File: src/rtl/block_dispatcher_pkg.sv
// Shared state encodings and block arithmetic for the block dispatcher.
package block_dispatcher_pkg;

    localparam logic [1:0] IDLE   = 2'd0;
    localparam logic [1:0] RUN    = 2'd1;
    localparam logic [1:0] FINISH = 2'd2;

    localparam logic [1:0] C_FREE  = 2'd0;
    localparam logic [1:0] C_RESET = 2'd1;
    localparam logic [1:0] C_RUN   = 2'd2;

    // Ceil-division kept in 9 bits so a 255-thread launch cannot overflow.
    function automatic logic [8:0] blocks_for(input logic [7:0] tc, input logic [8:0] tpb);
        logic [8:0] sum;
        sum = {1'b0, tc} + tpb - 9'd1;
        return sum / tpb;
    endfunction

endpackage

File: src/rtl/block_dispatcher_if.sv
// Launch-control and core-array signals between the dispatcher and its surroundings.
interface block_dispatcher_if #(
    parameter int NUM_CORES     = 2,
    parameter int BLOCK_ID_BITS = 8
);
    logic                              start;
    logic [7:0]                        thread_count;
    logic                              done;
    logic [NUM_CORES-1:0]              core_reset;
    logic [NUM_CORES-1:0]              core_start;
    logic [NUM_CORES*BLOCK_ID_BITS-1:0] core_block_id;
    logic [NUM_CORES*8-1:0]            core_thread_count;
    logic [NUM_CORES-1:0]              core_done;

    modport slave (
        input  start, thread_count, core_done,
        output done, core_reset, core_start, core_block_id, core_thread_count
    );

    modport master (
        output start, thread_count, core_done,
        input  done, core_reset, core_start, core_block_id, core_thread_count
    );
endinterface

File: src/rtl/block_dispatcher_dispatch_slot.sv
// One core slot: resets the core for a cycle, then holds start until the core reports done.
module dispatch_slot
    import block_dispatcher_pkg::*;
#(
    parameter int BLOCK_ID_BITS = 8
) (
    input  logic                     clk,
    input  logic                     reset,
    input  logic                     dispatch,
    input  logic [BLOCK_ID_BITS-1:0] block_id,
    input  logic [7:0]               thread_count,
    input  logic                     core_done,
    output logic                     core_reset,
    output logic                     core_start,
    output logic [BLOCK_ID_BITS-1:0] core_block_id,
    output logic [7:0]               core_thread_count,
    output logic                     free,
    output logic                     retire
);

    logic [1:0] state;

    assign free   = (state == C_FREE);
    // done only counts once the core has actually been started
    assign retire = (state == C_RUN) && core_done;

    always_ff @(posedge clk or posedge reset) begin
        if (reset) begin
            state             <= C_FREE;
            core_reset        <= 1'b0;
            core_start        <= 1'b0;
            core_block_id     <= '0;
            core_thread_count <= '0;
        end else begin
            case (state)
                C_FREE: begin
                    if (dispatch) begin
                        state             <= C_RESET;
                        core_reset        <= 1'b1;
                        core_block_id     <= block_id;
                        core_thread_count <= thread_count;
                    end
                end
                C_RESET: begin
                    state      <= C_RUN;
                    core_reset <= 1'b0;
                    core_start <= 1'b1;
                end
                C_RUN: begin
                    if (core_done) begin
                        state      <= C_FREE;
                        core_start <= 1'b0;
                    end
                end
                default: begin
                    state      <= C_FREE;
                    core_reset <= 1'b0;
                    core_start <= 1'b0;
                end
            endcase
        end
    end

endmodule

File: src/rtl/block_dispatcher.sv
// Kernel launch scheduler: splits thread_count into blocks and feeds them to idle cores.
module block_dispatcher
    import block_dispatcher_pkg::*;
#(
    parameter int NUM_CORES         = 2,
    parameter int THREADS_PER_BLOCK = 4,
    parameter int BLOCK_ID_BITS     = 8
) (
    input logic               clk,
    input logic               reset,
    block_dispatcher_if.slave bus
);

    logic [1:0]                         state;
    logic [7:0]                         tc_q;
    logic [BLOCK_ID_BITS-1:0]           total_blocks;
    logic [BLOCK_ID_BITS-1:0]           dispatched;
    logic [BLOCK_ID_BITS-1:0]           retired;
    logic [BLOCK_ID_BITS-1:0]           retire_cnt;
    logic [BLOCK_ID_BITS-1:0]           retired_next;
    logic [NUM_CORES-1:0]               free;
    logic [NUM_CORES-1:0]               retire;
    logic [NUM_CORES-1:0]               dispatch;
    logic                               dispatch_any;
    logic [15:0]                        base;
    logic [15:0]                        remain;
    logic [7:0]                         blk_count;
    logic [NUM_CORES-1:0]               core_reset_v;
    logic [NUM_CORES-1:0]               core_start_v;
    logic [NUM_CORES*BLOCK_ID_BITS-1:0] core_block_id_v;
    logic [NUM_CORES*8-1:0]             core_thread_count_v;

    assign bus.done              = (state == FINISH);
    assign bus.core_reset        = core_reset_v;
    assign bus.core_start        = core_start_v;
    assign bus.core_block_id     = core_block_id_v;
    assign bus.core_thread_count = core_thread_count_v;

    // Lowest-index free core wins; at most one dispatch per cycle.
    always_comb begin
        dispatch     = '0;
        dispatch_any = 1'b0;
        if (state == RUN && dispatched < total_blocks) begin
            for (int k = 0; k < NUM_CORES; k++) begin
                if (free[k] && !dispatch_any) begin
                    dispatch[k]  = 1'b1;
                    dispatch_any = 1'b1;
                end
            end
        end
    end

    always_comb begin
        retire_cnt = '0;
        for (int k = 0; k < NUM_CORES; k++) begin
            retire_cnt = retire_cnt + BLOCK_ID_BITS'(retire[k]);
        end
    end

    assign retired_next = retired + retire_cnt;

    // Last block may be partial; the others carry a full THREADS_PER_BLOCK.
    assign base      = 16'(dispatched) * 16'(THREADS_PER_BLOCK);
    assign remain    = 16'(tc_q) - base;
    assign blk_count = (remain > 16'(THREADS_PER_BLOCK)) ? 8'(THREADS_PER_BLOCK) : remain[7:0];

    always_ff @(posedge clk or posedge reset) begin
        if (reset) begin
            state        <= IDLE;
            tc_q         <= '0;
            total_blocks <= '0;
            dispatched   <= '0;
            retired      <= '0;
        end else begin
            case (state)
                IDLE: begin
                    if (bus.start) begin
                        tc_q         <= bus.thread_count;
                        total_blocks <= BLOCK_ID_BITS'(blocks_for(bus.thread_count,
                                                                  9'(THREADS_PER_BLOCK)));
                        dispatched   <= '0;
                        retired      <= '0;
                        state        <= RUN;
                    end
                end
                RUN: begin
                    if (dispatch_any) dispatched <= dispatched + 1'b1;
                    retired <= retired_next;
                    if (retired_next == total_blocks) state <= FINISH;
                end
                FINISH: begin
                    if (!bus.start) state <= IDLE;
                end
                default: state <= IDLE;
            endcase
        end
    end

    for (genvar k = 0; k < NUM_CORES; k++) begin : g_slot
        dispatch_slot #(
            .BLOCK_ID_BITS(BLOCK_ID_BITS)
        ) u_slot (
            .clk              (clk),
            .reset            (reset),
            .dispatch         (dispatch[k]),
            .block_id         (dispatched),
            .thread_count     (blk_count),
            .core_done        (bus.core_done[k]),
            .core_reset       (core_reset_v[k]),
            .core_start       (core_start_v[k]),
            .core_block_id    (core_block_id_v[k*BLOCK_ID_BITS +: BLOCK_ID_BITS]),
            .core_thread_count(core_thread_count_v[k*8 +: 8]),
            .free             (free[k]),
            .retire           (retire[k])
        );
    end

endmodule

File: src/flat_wrapper.sv
// flat-port wrapper written by rule: the top's interface ports become plain ports
module block_dispatcher_flat import block_dispatcher_pkg::*;
#(
    parameter int NUM_CORES         = 2,
    parameter int THREADS_PER_BLOCK = 4,
    parameter int BLOCK_ID_BITS     = 8
)
  (clk, reset, bus_start, bus_thread_count, bus_core_done, bus_done, bus_core_reset, bus_core_start, bus_core_block_id, bus_core_thread_count);
  block_dispatcher_if #(.NUM_CORES(NUM_CORES), .BLOCK_ID_BITS(BLOCK_ID_BITS)) bus_i ();
  input logic clk;
  input logic reset;
  input wire logic [$bits(bus_i.start)-1:0] bus_start;
  input wire logic [$bits(bus_i.thread_count)-1:0] bus_thread_count;
  input wire logic [$bits(bus_i.core_done)-1:0] bus_core_done;
  output wire logic [$bits(bus_i.done)-1:0] bus_done;
  output wire logic [$bits(bus_i.core_reset)-1:0] bus_core_reset;
  output wire logic [$bits(bus_i.core_start)-1:0] bus_core_start;
  output wire logic [$bits(bus_i.core_block_id)-1:0] bus_core_block_id;
  output wire logic [$bits(bus_i.core_thread_count)-1:0] bus_core_thread_count;
  assign bus_i.start = bus_start;
  assign bus_i.thread_count = bus_thread_count;
  assign bus_i.core_done = bus_core_done;
  assign bus_done = bus_i.done;
  assign bus_core_reset = bus_i.core_reset;
  assign bus_core_start = bus_i.core_start;
  assign bus_core_block_id = bus_i.core_block_id;
  assign bus_core_thread_count = bus_i.core_thread_count;
  block_dispatcher #(.NUM_CORES(NUM_CORES), .THREADS_PER_BLOCK(THREADS_PER_BLOCK), .BLOCK_ID_BITS(BLOCK_ID_BITS)) u_core (.clk(clk), .reset(reset), .bus(bus_i));
endmodule
File: config.mk
export PLATFORM = sky130hd
export DESIGN_NAME = block_dispatcher_flat
export DESIGN_NICKNAME = d
export VERILOG_FILES = /design/src/rtl/block_dispatcher_pkg.sv /design/src/rtl/block_dispatcher_if.sv /design/src/rtl/block_dispatcher_dispatch_slot.sv /design/src/rtl/block_dispatcher.sv /design/src/flat_wrapper.sv
export SDC_FILE = /design/constraint.sdc
export NUM_CORES = 1
export LEC_CHECK = 0
export CAP_MARGIN = 20
export CORE_ASPECT_RATIO = 0.75
export CORE_MARGIN = 2
export CORE_UTILIZATION = 53
export DETAILED_ROUTE_END_ITERATION = 10
export PLACE_DENSITY = 0.88
export SYNTH_ARGS = -nofsm -noshare
export SYNTH_HDL_FRONTEND = slang
export SYNTH_SLANG_ARGS = --single-unit
File: constraint.sdc
create_clock -name clk -period 3.9 [get_ports clk]
set_input_delay 0.585 -clock clk [delete_from_list [all_inputs] [get_ports clk]]
set_output_delay 0.585 -clock clk [all_outputs]
set_load 0.01 [all_outputs]
# Yosys cells after proc, flatten, opt, wreduce, memory -nomap -nowiden
# Cells that the tools add are included.
# classes
addsub	6
magnitude_cmp	2
eq_ne	15
muxes	29
bitwise	4
n_reduce_logical	21
# op_table
op	count
$pmux 8 s2	2
$mux 8	3
$reduce_and 2->1	10
$pmux 2 s3	3
$gt 16x3->1 const B	1
$mux 2	8
$sub 8x10->11	1
$ne 2x2->1 const B	5
$add 8x3->9 const B	1
$mux 1	9
$sub 9x1->9 const B	1
$add 8x1->8 const B	1
$add 8x8->8	1
$eq 8x7->1	1
$lt 8x7->1	1
$eq 2x1->1 const B	3
$eq 2x2->1 const B	3
$logic_not 2->1	3
$ne 2x1->1 const B	3
$pmux 1 s3	2
$reduce_and 3->1	2
$logic_and 1x1->1	4
$not 1->1	4
$pmux 1 s2	2
3 further kinds	3
# totals
reg_bits	73
in_bits	13
output_inout_bits	37

# Logic depth before layout (Yosys ltp)
# Gate-level depths: netlist of run 1.
# depth
ltp_word	9
mapped_depth	11

# Cells and area by module
# Synthesis of run 1 repeated with hierarchy kept, for this count alone.
# unflattened
cells_unflattened	354
area_unflattened_um2	3860.0
# modules_own_cells
mod	n_inst	cells_per_inst	area_per_inst_um2	seq_area_each_um2
block_dispatcher	1	254	2213.4	825.8
dispatch_slot	2	50	823.3	500.5

# Worst setup path after synthesis of run 1
# Ideal clock, no wire load.
# synth_timing
path_type	input port to flip-flop
startpoint	input bus_core_done[1]
endpoint	register u_core.state[0]
setup_time_ns	0.080
t_arrival_ns	2.677
slack_ns	1.144
cell_stages	9
n_path_buf	1
path_cell_list	and3_1 > ha_1 > ha_1 > fa_1 > clkbuf_1 > nor4b_1 > o311ai_0 > nor3b_1 > a2bb2oi_1
# synth_via
elab_chain_cells	6
# synth_rtl
element	line_no	source
start: declaration	flat_wrapper.sv:14	input wire logic [$bits(bus_i.core_done)-1:0] bus_core_done;
$logic_and 1x1->1	block_dispatcher_dispatch_slot.sv:25	assign retire = (state == C_RUN) && core_done;
$add 1x1->2	block_dispatcher.sv:56	retire_cnt = retire_cnt + BLOCK_ID_BITS'(retire[k]);
$add 8x8->8	block_dispatcher.sv:60	assign retired_next = retired + retire_cnt;
$eq 8x7->1	block_dispatcher.sv:89	if (retired_next == total_blocks) state <= FINISH;
$ne 2x2->1 (no line)	n/a	
$reduce_and 3->1 (no line)	n/a	
end signal: assignment	block_dispatcher.sv:89	
end signal: assignment	block_dispatcher.sv:92	if (!bus.start) state <= IDLE;
end signal: assignment	block_dispatcher.sv:94	default: state <= IDLE;
end: declaration	block_dispatcher.sv:14	logic [1:0] state;
# Every way passes these cells.
# A chain may end at the register's enable or synchronous reset.

# Worst setup path in the final report of run 1
# Ends and elaborated chain as after synthesis.

==> flow_summary.ini, run 1 <==
[drt]
via_per_inst = 5.73
routed_wl_um = 8080
drt-pass1-iter-count = 5
num_vias = 2877
drt-initial-drc-count = 169
postRouteAntennaNets = 0
detail_route.wl_per_cell_um = 16.1
drc = 0

[clocking]
postCtsSetupBuffers = 0
cts_tree = yes
clockRootBuffer = clkbuf_8
clkSinkCount = 73
cts-resized-gates = 0
cts_hold_buf = 0
clk_latency_ps = 350
clk_pin_slew_ps = 80
clock_tree.buffer_depth = 2
numCtsBuffers = 9
htreeDepth = 3

[power]
ir_drop_uv = 569
sw_frac_of_total_pct = 40.1
leakage_nw = 1.99
pwr-share-comb_pct = 45.4
pwr-share-seq_pct = 35.7
p_int_mw = 2.13
powerDensity_nw_per_um2 = 793
switching_power_mw = 1.43
power_mw = 3.56
clkPwrFrac_pct = 18.8

[global_route]
grt_pass1_vias = 2876
overflow = 0
grt_max_degree = 74
antenna_found_initial = 0
grtUsageTotal_pct = 22.7
grt_pass1_wl_um = 13800

[cells_and_area]
area_growth_pct = 19.2
fin_area_um2 = 4490
drive_above_1_share_pct = 9.09
diodes = 0
fillers = 533
nets = 444
fin_util_pct = 65.7
stdcell_count = 502

[critical_path]
path_class = in2reg
crit_path_max_incr_delay_ps = 570
path_cells = clkdlybuf4s50_1, and3_1, ha_1, ha_1, fa_1, and4_1, o311ai_0, nor3b_1, a2bb2oi_1
critPathSlowestCell = fa_1
reg2reg_from = u_core.g_slot[1].u_slot.state[0]
worst_setup_path_end_kind = flop
cp.arrival_ps = 3530
r2r_slack_ps = 810
path_common_cell = ha_1
cp_data_required_time_ps = 4170
critPathLaunchType = input port
cp-startpoint = bus_core_done[1]
critPathMaxFanout = 12

[run]
cap_viol_max_count = 0

[timing]
worst_pin_slew_ps = 910
finalSetupViolations = 0
whs_ps = 483
skew_ps = 6.38
layout_setup_ws_ps = 639
grt_setup_unrepaired = false
finalCriticalPeriod_ps = 3260
max_freq_mhz = 307
fin_crit_sh_pct = 83.6
finalHoldViolCount = 0
slew_headroom_pct = 39.4
setup_tns_ps = 0
slew_violations = 0

[die]
row_count = 26
initial_utilization_pct = 55.1
fp.dieH_um = 77.0
pin_count = 50
core_area_um2 = 6830
die_x_um = 101
die_area_um2 = 7800

[synthesis]
synth-main-ff-cell = dfrtp_1
ys_ff_latch = 73
synth_cell_types = 51
avgSynthCellArea_um2 = 10.2
synth_edf_count = 0
synth_area_um2 = 3760
yosysTopAreaCellShare_pct = 48.5
async_flop_share_pct = 100
ys_seq_area_share_pct = 48.5
synthesis.nets = 401
synth_warnings = 0
synth_top_area_cell = dfrtp_1
synth_cells = 370
synthTopCellsByArea = dfrtp_1 49%, ha_1 5.3%, nand2_1 5.1%

[placed_design]
dp_hpwl_um = 5770
place_area_um2 = 4260
io_buffers = 49
dp_slack_ps = 355
place_inst = 486
routabilityCongestion = 0.886

[hold_path]
hold_start = u_core.total_blocks[2]
hold_path.class = reg2reg

[run_status]
status = finished clean
-- placed cells by master (no fill, tap or decap), types with 3 or more instances in the layout --
master and instances:
clkdlybuf4s50_1 49, a21o_1 3, mux2i_1 5, inv_6 3
ha_1 16, dfrtp_1 73, nor2_1 18, and4_1 4
nor3_1 6, o21a_1 4, xnor2_1 7, nor4_1 3
nand3_1 16, nand2_1 51, o31ai_1 3, a21oi_1 6
mux2_2 14, inv_1 17, nor2b_1 19, nand2b_1 5
o21ai_0 33, clkbuf_8 9, o22ai_1 4, mux2_1 3
xor2_1 8
-- cell usage after synthesis (4+ instances only) --
master,number
o21a_1,4
o22ai_1,4
nor3_1,6
nor2_1,18
clkbuf_1,10
nand2_1,51
mux2i_1,5
nor2b_1,19
nand3_1,16
inv_1,18
and4_1,4
nand2b_1,5
o21ai_0,33
buf_4,4
mux2_2,14
a21oi_1,6
ha_1,16
dfrtp_1,73
xor2_1,8
xnor2_1,7
-- per-layer routing --
metal,global-route usage (%),up-vias,part of all wire (%)
met5,0,-,0
met4,7.43,0,1.2
met3,5.83,12,6.7
met2,35.0,115,46
met1,31.6,1383,46
li1,-,1367,-
-- power by group through the flow --
stage                     clock [mW]  sequential, mW  combinational [mW]
after global routing           0.717            1.31                1.78
after detailed placement           0            1.28                1.60
final                          0.670            1.27                1.62
after CTS                      0.682            1.27                1.61
after floorplan                    0            1.22                1.21
after global placement             0            1.26                1.51
-- logic make-up after synthesis --
logic type	synth area share [%]
compound gates	11.6
xor+xnor	3.49
fa+ha+maj	6.38
buf+inv	4.62
flops	48.5
mux	6.41
simple gates	19.0
-- final timing paths --
check,cells past startpoint,endpoint
worst max-delay path,9,u_core.state[0]
worst min-delay path,2,u_core.total_blocks[2]
worst max register to register,9,u_core.state[0]
worst min register to register,2,u_core.total_blocks[2]
max in group asynchronous,3,u_core.dispatched[4]
min in group asynchronous,3,u_core.g_slot[1].u_slot.core_thread_count[6]
-- layout make-up --
cell class | instances | area (um^2) | share of cell area [%]
multi-input combinational | 261 | 1760 | 39.3
tap | 84 | 105 | 2.34
clock inverter | 7 | 101 | 2.26
sequential | 73 | 1830 | 40.7
timing repair buffer | 50 | 498 | 11.1
inverter | 18 | 67.6 | 1.51
clock buffer | 9 | 124 | 2.76
-- registers in the layout (all words and copies together), names as in the netlist --
signal and flops:
u_core.g_slot.u_slot.core_reset 2, u_core.tc_q 8, u_core.g_slot.u_slot.core_start 2, u_core.g_slot.u_slot.core_block_id 16, u_core.retired 8, u_core.state 2
u_core.g_slot.u_slot.core_thread_count 16, u_core.total_blocks 7, u_core.dispatched 8, u_core.g_slot.u_slot.state 4
-- worst max-delay path, delay by kind of cell --
family | cells | cell delay [ps]
buf+inv | 1 | 450
simple gates | 3 | 780
fa+ha+maj | 3 | 1090
compound gates | 2 | 610
Power figures use the tool's default switching activity.
==> run 2, diff against run 1 <==
--- a/config.mk
+++ b/config.mk
@@ -8,9 +8,9 @@
 export CAP_MARGIN = 20
 export CORE_ASPECT_RATIO = 0.75
 export CORE_MARGIN = 2
-export CORE_UTILIZATION = 53
+export CORE_UTILIZATION = 50
 export DETAILED_ROUTE_END_ITERATION = 10
-export PLACE_DENSITY = 0.88
+export PLACE_DENSITY = 0.87
 export SYNTH_ARGS = -nofsm -noshare
 export SYNTH_HDL_FRONTEND = slang
 export SYNTH_SLANG_ARGS = --single-unit
==> constraint.sdc (replaced) <==
create_clock -name clk -period 2.7 [get_ports clk]
set_input_delay 0.405 -clock clk [delete_from_list [all_inputs] [get_ports clk]]
set_output_delay 0.405 -clock clk [all_outputs]
set_load 0.01 [all_outputs]
==> run 2 against run 1 <==
Total power increased by 52%. Critical path depth increased by 1. Routed wire length increased by 11%. Sequential power increased by 41%. Via count increased by 4.5%. Critical endpoint is now u_core.state[1]. Largest power group unchanged. Count of clock-buffer cells in the layout unchanged. Worst hold slack got worse by 110 ps. Utilization decreased by 1.1 points.
==> flow_summary.ini, run 2 (same netlist as run 1, synthesis figures left out) <==
[drt]
num_vias = 3007
drt-initial-drc-count = 218
routed_wl_um = 8980
drt-pass1-iter-count = 4
drc = 0
postRouteAntennaNets = 0
detail_route.wl_per_cell_um = 16.7
via_per_inst = 5.59

[critical_path]
crit_path_max_incr_delay_ps = 420
path_class = in2reg
critPathLaunchType = input port
cp_data_required_time_ps = 2970
critPathMaxFanout = 5
critPathSlowestCell = clkdlybuf4s50_1
crit_family = adder cells
worst_setup_path_end_kind = flop
reg2reg_from = u_core.g_slot[1].u_slot.state[0]
path_cells = clkdlybuf4s50_1, and3_1, ha_1, ha_2, fa_2, buf_4, and4b_1, o311ai_2, nor3b_4, o31ai_2
cp.arrival_ps = 2880
critPathBufInv = 2
cp-startpoint = bus_core_done[1]

[power]
ir_drop_uv = 751
powerDensity_nw_per_um2 = 1140
leakage_nw = 2.12
power_mw = 5.41

[cells_and_area]
nets = 463
drive_above_1_share_pct = 14.9
final_common_cell = dfrtp_1
regArea_um2 = 1830
multiInputGateArea_um2 = 1810
fillers = 594
top_regs = u_core.g_slot.u_slot.core_block_id x16, u_core.g_slot.u_slot.core_thread_count x16
diodes = 0
final_cell_mix = 73 x dfrtp_1, 51 x nand2_1, 48 x clkdlybuf4s50_1, 33 x o21ai_0
stdcell_count = 538
area_growth_pct = 25.7

[timing]
skew_ps = 11.1
slew_violations = 0
grt_setup_unrepaired = false
max_freq_mhz = 383
layout_setup_ws_ps = 88.3
slew_headroom_pct = 57.7
finalHoldViolCount = 0
finalCriticalPeriod_ps = 2610
worst_pin_slew_ps = 630
setup_tns_ps = 0
finalSetupViolations = 0
fin_crit_sh_pct = 96.7

[global_route]
grt_pass1_wl_um = 14900
overflow = 0
grt_max_degree = 74
antenna_found_initial = 0
grtUsageTotal_pct = 23.1
grt_pass1_vias = 3051

[clocking]
clk_pin_slew_ps = 80
clockRootBuffer = clkbuf_8
clk_latency_ps = 360
numCtsBuffers = 9
cts_tree = yes
htreeDepth = 3
clock_tree.buffer_depth = 2
clkSinkCount = 73

[die]
row_count = 27
core_area_um2 = 7330
die_area_um2 = 8250
fp.dieH_um = 79.2
pin_count = 50
die_x_um = 104
initial_utilization_pct = 51.4

[hold_path]
hold_start = bus_core_done[0]
hold_path.class = in2reg

[placed_design]
dp_hpwl_um = 6440
dp_slack_ps = -512
place_inst = 522
routabilityCongestion = 0.904
io_buffers = 49

[run]
cap_viol_max_count = 0

[run_status]
status = finished clean
-- run 2: changes by cell type in the layout (fill, tap and decap cells not counted), sizes merged --
cell | previous run | this run
buf | 1 | 20
clkdlybuf4s50 | 49 | 48
clkinv | 0 | 2
bufinv | 2 | 3
dlymetal6s2s | 0 | 1
inv | 21 | 18
-- run 2: per-stage QoR --
stage | cell area [um^2] | util [%] | hold WS, ps
2_1_floorplan | 3760 | - | 450
6_report | 4730 | 64.5 | 371
4_1_cts | 4690 | 64.0 | 463
3_5_place_dp | 4440 | 60.5 | 483
3_3_place_gp | 4440 | 60.5 | 461
5_1_grt | 4730 | 64.5 | 423
-- run 2: final cells by class --
class | instances | area share [%]
Clock buffer | 9 | 2.62
Clock inverter | 7 | 2.51
Timing Repair Buffer | 69 | 13.9
Multi-Input combinational cell | 261 | 38.3
Sequential cell | 73 | 38.6
Inverter | 18 | 1.43
Tap cell | 101 | 2.67
-- run 2: routing by layer --
metal | global-route usage (%) | vias up | routed length [um]
met5 | 0 | - | 0
li1 | - | 1401 | -
met4 | 7.70 | 0 | 132
met3 | 5.75 | 14 | 456
met1 | 30.1 | 1502 | 4040
met2 | 38.0 | 90 | 4350
-- run 2: path summary, 6_finish.rpt --
kind / to / slack [ps] / cells after the start
worst max register to register: u_core.state[1] / 180 / 10
max in group asynchronous: u_core.total_blocks[3] / 1940 / 3
worst min-delay path: u_core.g_slot[0].u_slot.state[1] / 370 / 3
min in group asynchronous: u_core.g_slot[1].u_slot.core_thread_count[6] / 450 / 3
worst min register to register: u_core.g_slot[1].u_slot.core_reset / 500 / 1
worst max-delay path: u_core.state[1] / 90 / 10
-- run 2: where the power goes --
group	total, mW	switching (mW)	internal [mW]
Clock	1.03	0.420	0.613
Sequential	1.79	0.335	1.45
Combinational	2.59	1.36	1.23
-- run 2: worst register-to-register path: cells and delay by family, from the launching register on --
family / cells / cell delay (ps)
AO/OA/AOI/OAI: 2 / 340
adder cells (fa/ha/maj): 3 / 890
buffers and inverters: 2 / 240
flip-flops: 1 / 350
AND/OR/NAND/NOR: 3 / 620
-- run 2: what timing repair did --
| item | 4_1_cts | 5_1_grt |
|---|---|---|
| gates resized for setup | 3 | 8 |
| endpoints found under the setup margin | 2 | 2 |
| pin swaps | 0 | 4 |
| buffers inserted | 0 | 0 |
| hold buffers | 0 | 0 |
| endpoints found under the hold margin | 0 | 0 |
==> run 3, diff against run 2 <==
==> constraint.sdc (replaced) <==
create_clock -name clk -period 2.38 [get_ports clk]
set_input_delay 0.357 -clock clk [delete_from_list [all_inputs] [get_ports clk]]
set_output_delay 0.357 -clock clk [all_outputs]
set_load 0.01 [all_outputs]
==> run 3 against run 2 <==
Worst hold slack improved by 26 ps. Routed wire length decreased by 3.3%. Count of clock-buffer cells in the layout increased by 2. Critical endpoint is now u_core.state[0]. Cell area unchanged. Critical path type is now reg2reg. Clock skew increased by 2.5 ps. Total power increased by 14%.
==> flow_summary.ini, run 3 (same netlist as run 1, synthesis figures left out) <==
[placed_design]
io_buffers = 49
routabilityCongestion = 0.861
dp_hpwl_um = 6150
place_inst = 520

[cells_and_area]
fillers = 583
drive_above_1_share_pct = 15.4
fin_util_pct = 64.5
final_cell_mix = 73 x dfrtp_1, 51 x nand2_1, 47 x clkdlybuf4s50_1, 33 x o21ai_0, 21 x buf_4
regArea_um2 = 1830
nets = 467
final_common_cell = dfrtp_1
top_regs = u_core.g_slot.u_slot.core_block_id x16, u_core.g_slot.u_slot.core_thread_count x16
multiInputGateArea_um2 = 1810
area_growth_pct = 25.7
stdcell_count = 542
diodes = 0

[drt]
drc = 0
wl_met1_um = 3850
postRouteAntennaNets = 0
drt-initial-drc-count = 256
routed_wl_um = 8690
num_vias = 2998
detail_route.wl_per_cell_um = 16.0
met2_length_um = 4120
via_per_inst = 5.53
wl_met3_um = 591
maxUsedRoutingLayer = met4
drt-pass1-iter-count = 4

[power]
power_mw = 6.15
pwr-share-seq_pct = 33.1
powerDensity_nw_per_um2 = 1300
sw_frac_of_total_pct = 39.3
clkPwrFrac_pct = 15.6
switching_power_mw = 2.42
leakage_nw = 2.12
p_int_mw = 3.74
pwr-share-comb_pct = 51.3
ir_drop_uv = 899

[timing]
fin_crit_sh_pct = 99.9
grt_setup_unrepaired = true
finalCriticalPeriod_ps = 2380
worst_pin_slew_ps = 580
whs_ps = 398
slew_headroom_pct = 61.1
setup_tns_ps = 0
finalHoldViolCount = 0
finalSetupViolations = 0
skew_ps = 13.6
max_freq_mhz = 421
slew_violations = 0

[critical_path]
endpoint = u_core.state[0]
cp_data_required_time_ps = 2600
worst_setup_path_end_kind = flop
critPathSlowestCell = fa_2
cp-startpoint = u_core.g_slot[1].u_slot.state[0]
path_common_cell = xnor2_2
critPathLaunchType = flop
critPathMaxFanout = 8
r2r-end = u_core.state[0]
r2r_slack_ps = 3
cp.arrival_ps = 2600
path_class = reg2reg
crit_path_max_incr_delay_ps = 420
reg2reg_depth = 10
reg2reg_from = u_core.g_slot[1].u_slot.state[0]
path_cells = inv_1, and3_1, ha_1, ha_2, fa_2, xnor2_2, xnor2_2, nand2_1, nand4b_1, a2bb2oi_1

[clocking]
clockRootBuffer = clkbuf_8
htreeDepth = 3
clkSinkCount = 73
clock_tree.buffer_depth = 2
numCtsBuffers = 9
clk_latency_ps = 360
clk_pin_slew_ps = 70
cts_tree = yes

[run_status]
status = finished clean

[die]
pin_count = 50
die_area_um2 = 8250
fp.dieH_um = 79.2
core_area_um2 = 7330
row_count = 27
die_x_um = 104
initial_utilization_pct = 51.4

[global_route]
grt_pass1_wl_um = 14000
grt_max_degree = 74
overflow = 0
grtUsageTotal_pct = 21.6
antenna_found_initial = 0
grt_pass1_vias = 2898

[run]
cap_viol_max_count = 0

[hold_path]
hold_path.class = in2async
-- run 3: worst min-delay path by stage --
stage	start	end	depth (start not counted)
after global placement	u_core.g_slot[1].u_slot.core_reset	u_core.g_slot[1].u_slot.core_reset	1
after global routing	reset	u_core.g_slot[1].u_slot.core_thread_count[6]	3
after detailed placement	u_core.g_slot[1].u_slot.core_reset	u_core.g_slot[1].u_slot.core_reset	1
after floorplan	u_core.tc_q[4]	u_core.tc_q[4]	2
after CTS	reset	u_core.g_slot[1].u_slot.core_thread_count[6]	3
final	reset	u_core.g_slot[1].u_slot.core_thread_count[5]	3
-- run 3: repair_timing --
item / CTS / global route
endpoints found under the hold margin: 0 / 0
setup endpoints to repair: 2 / 23
pin swaps: 8 / 6
gates resized for setup: 4 / 3
setup buffers: 0 / 6
hold buffers: 0 / 0
-- run 3: layout make-up --
| type | instances | share of cell area [%] |
|---|---|---|
| multi-input combinational | 261 | 38.2 |
| tap | 101 | 2.67 |
| sequential | 73 | 38.6 |
| inverter | 18 | 1.43 |
| timing repair buffer | 73 | 14.9 |
| clock buffer | 11 | 2.99 |
| clock inverter | 5 | 1.16 |
-- run 3: power by group through the flow --
stage / Combinational (mW) / Clock [mW] / Sequential (mW)
global route: 3.47 / 1.03 / 2.08
finish: 3.16 / 0.963 / 2.03
detailed placement: 2.82 / 0 / 2.04
floorplan: 2.01 / 0 / 2.00
CTS: 2.86 / 0.977 / 2.02
global placement: 2.70 / 0 / 2.02
-- run 3: layer usage --
layer  track usage, %  up-vias
met5                0        -
met4             6.62        0
li1                 -     1417
met1             28.5     1461
met2             35.3      103
met3             5.67       17
-- run 3: worst max-delay path: cells and delay by family (launching register included) --
family	cells	cell delay, ps
compound gates	1	160
fa+ha+maj	3	840
flops	1	390
simple gates	3	410
buf+inv	1	70
xor+xnor	2	390
-- run 3: per-stage QoR --
step | setup WS, ps | cell area, um^2
3_5_place_dp | -463 | 4440
6_report | 3.40 | 4730
4_1_cts | -63.3 | 4640
2_1_floorplan | 3.44 | 3790
5_1_grt | -83.7 | 4730
3_3_place_gp | -433 | 4440
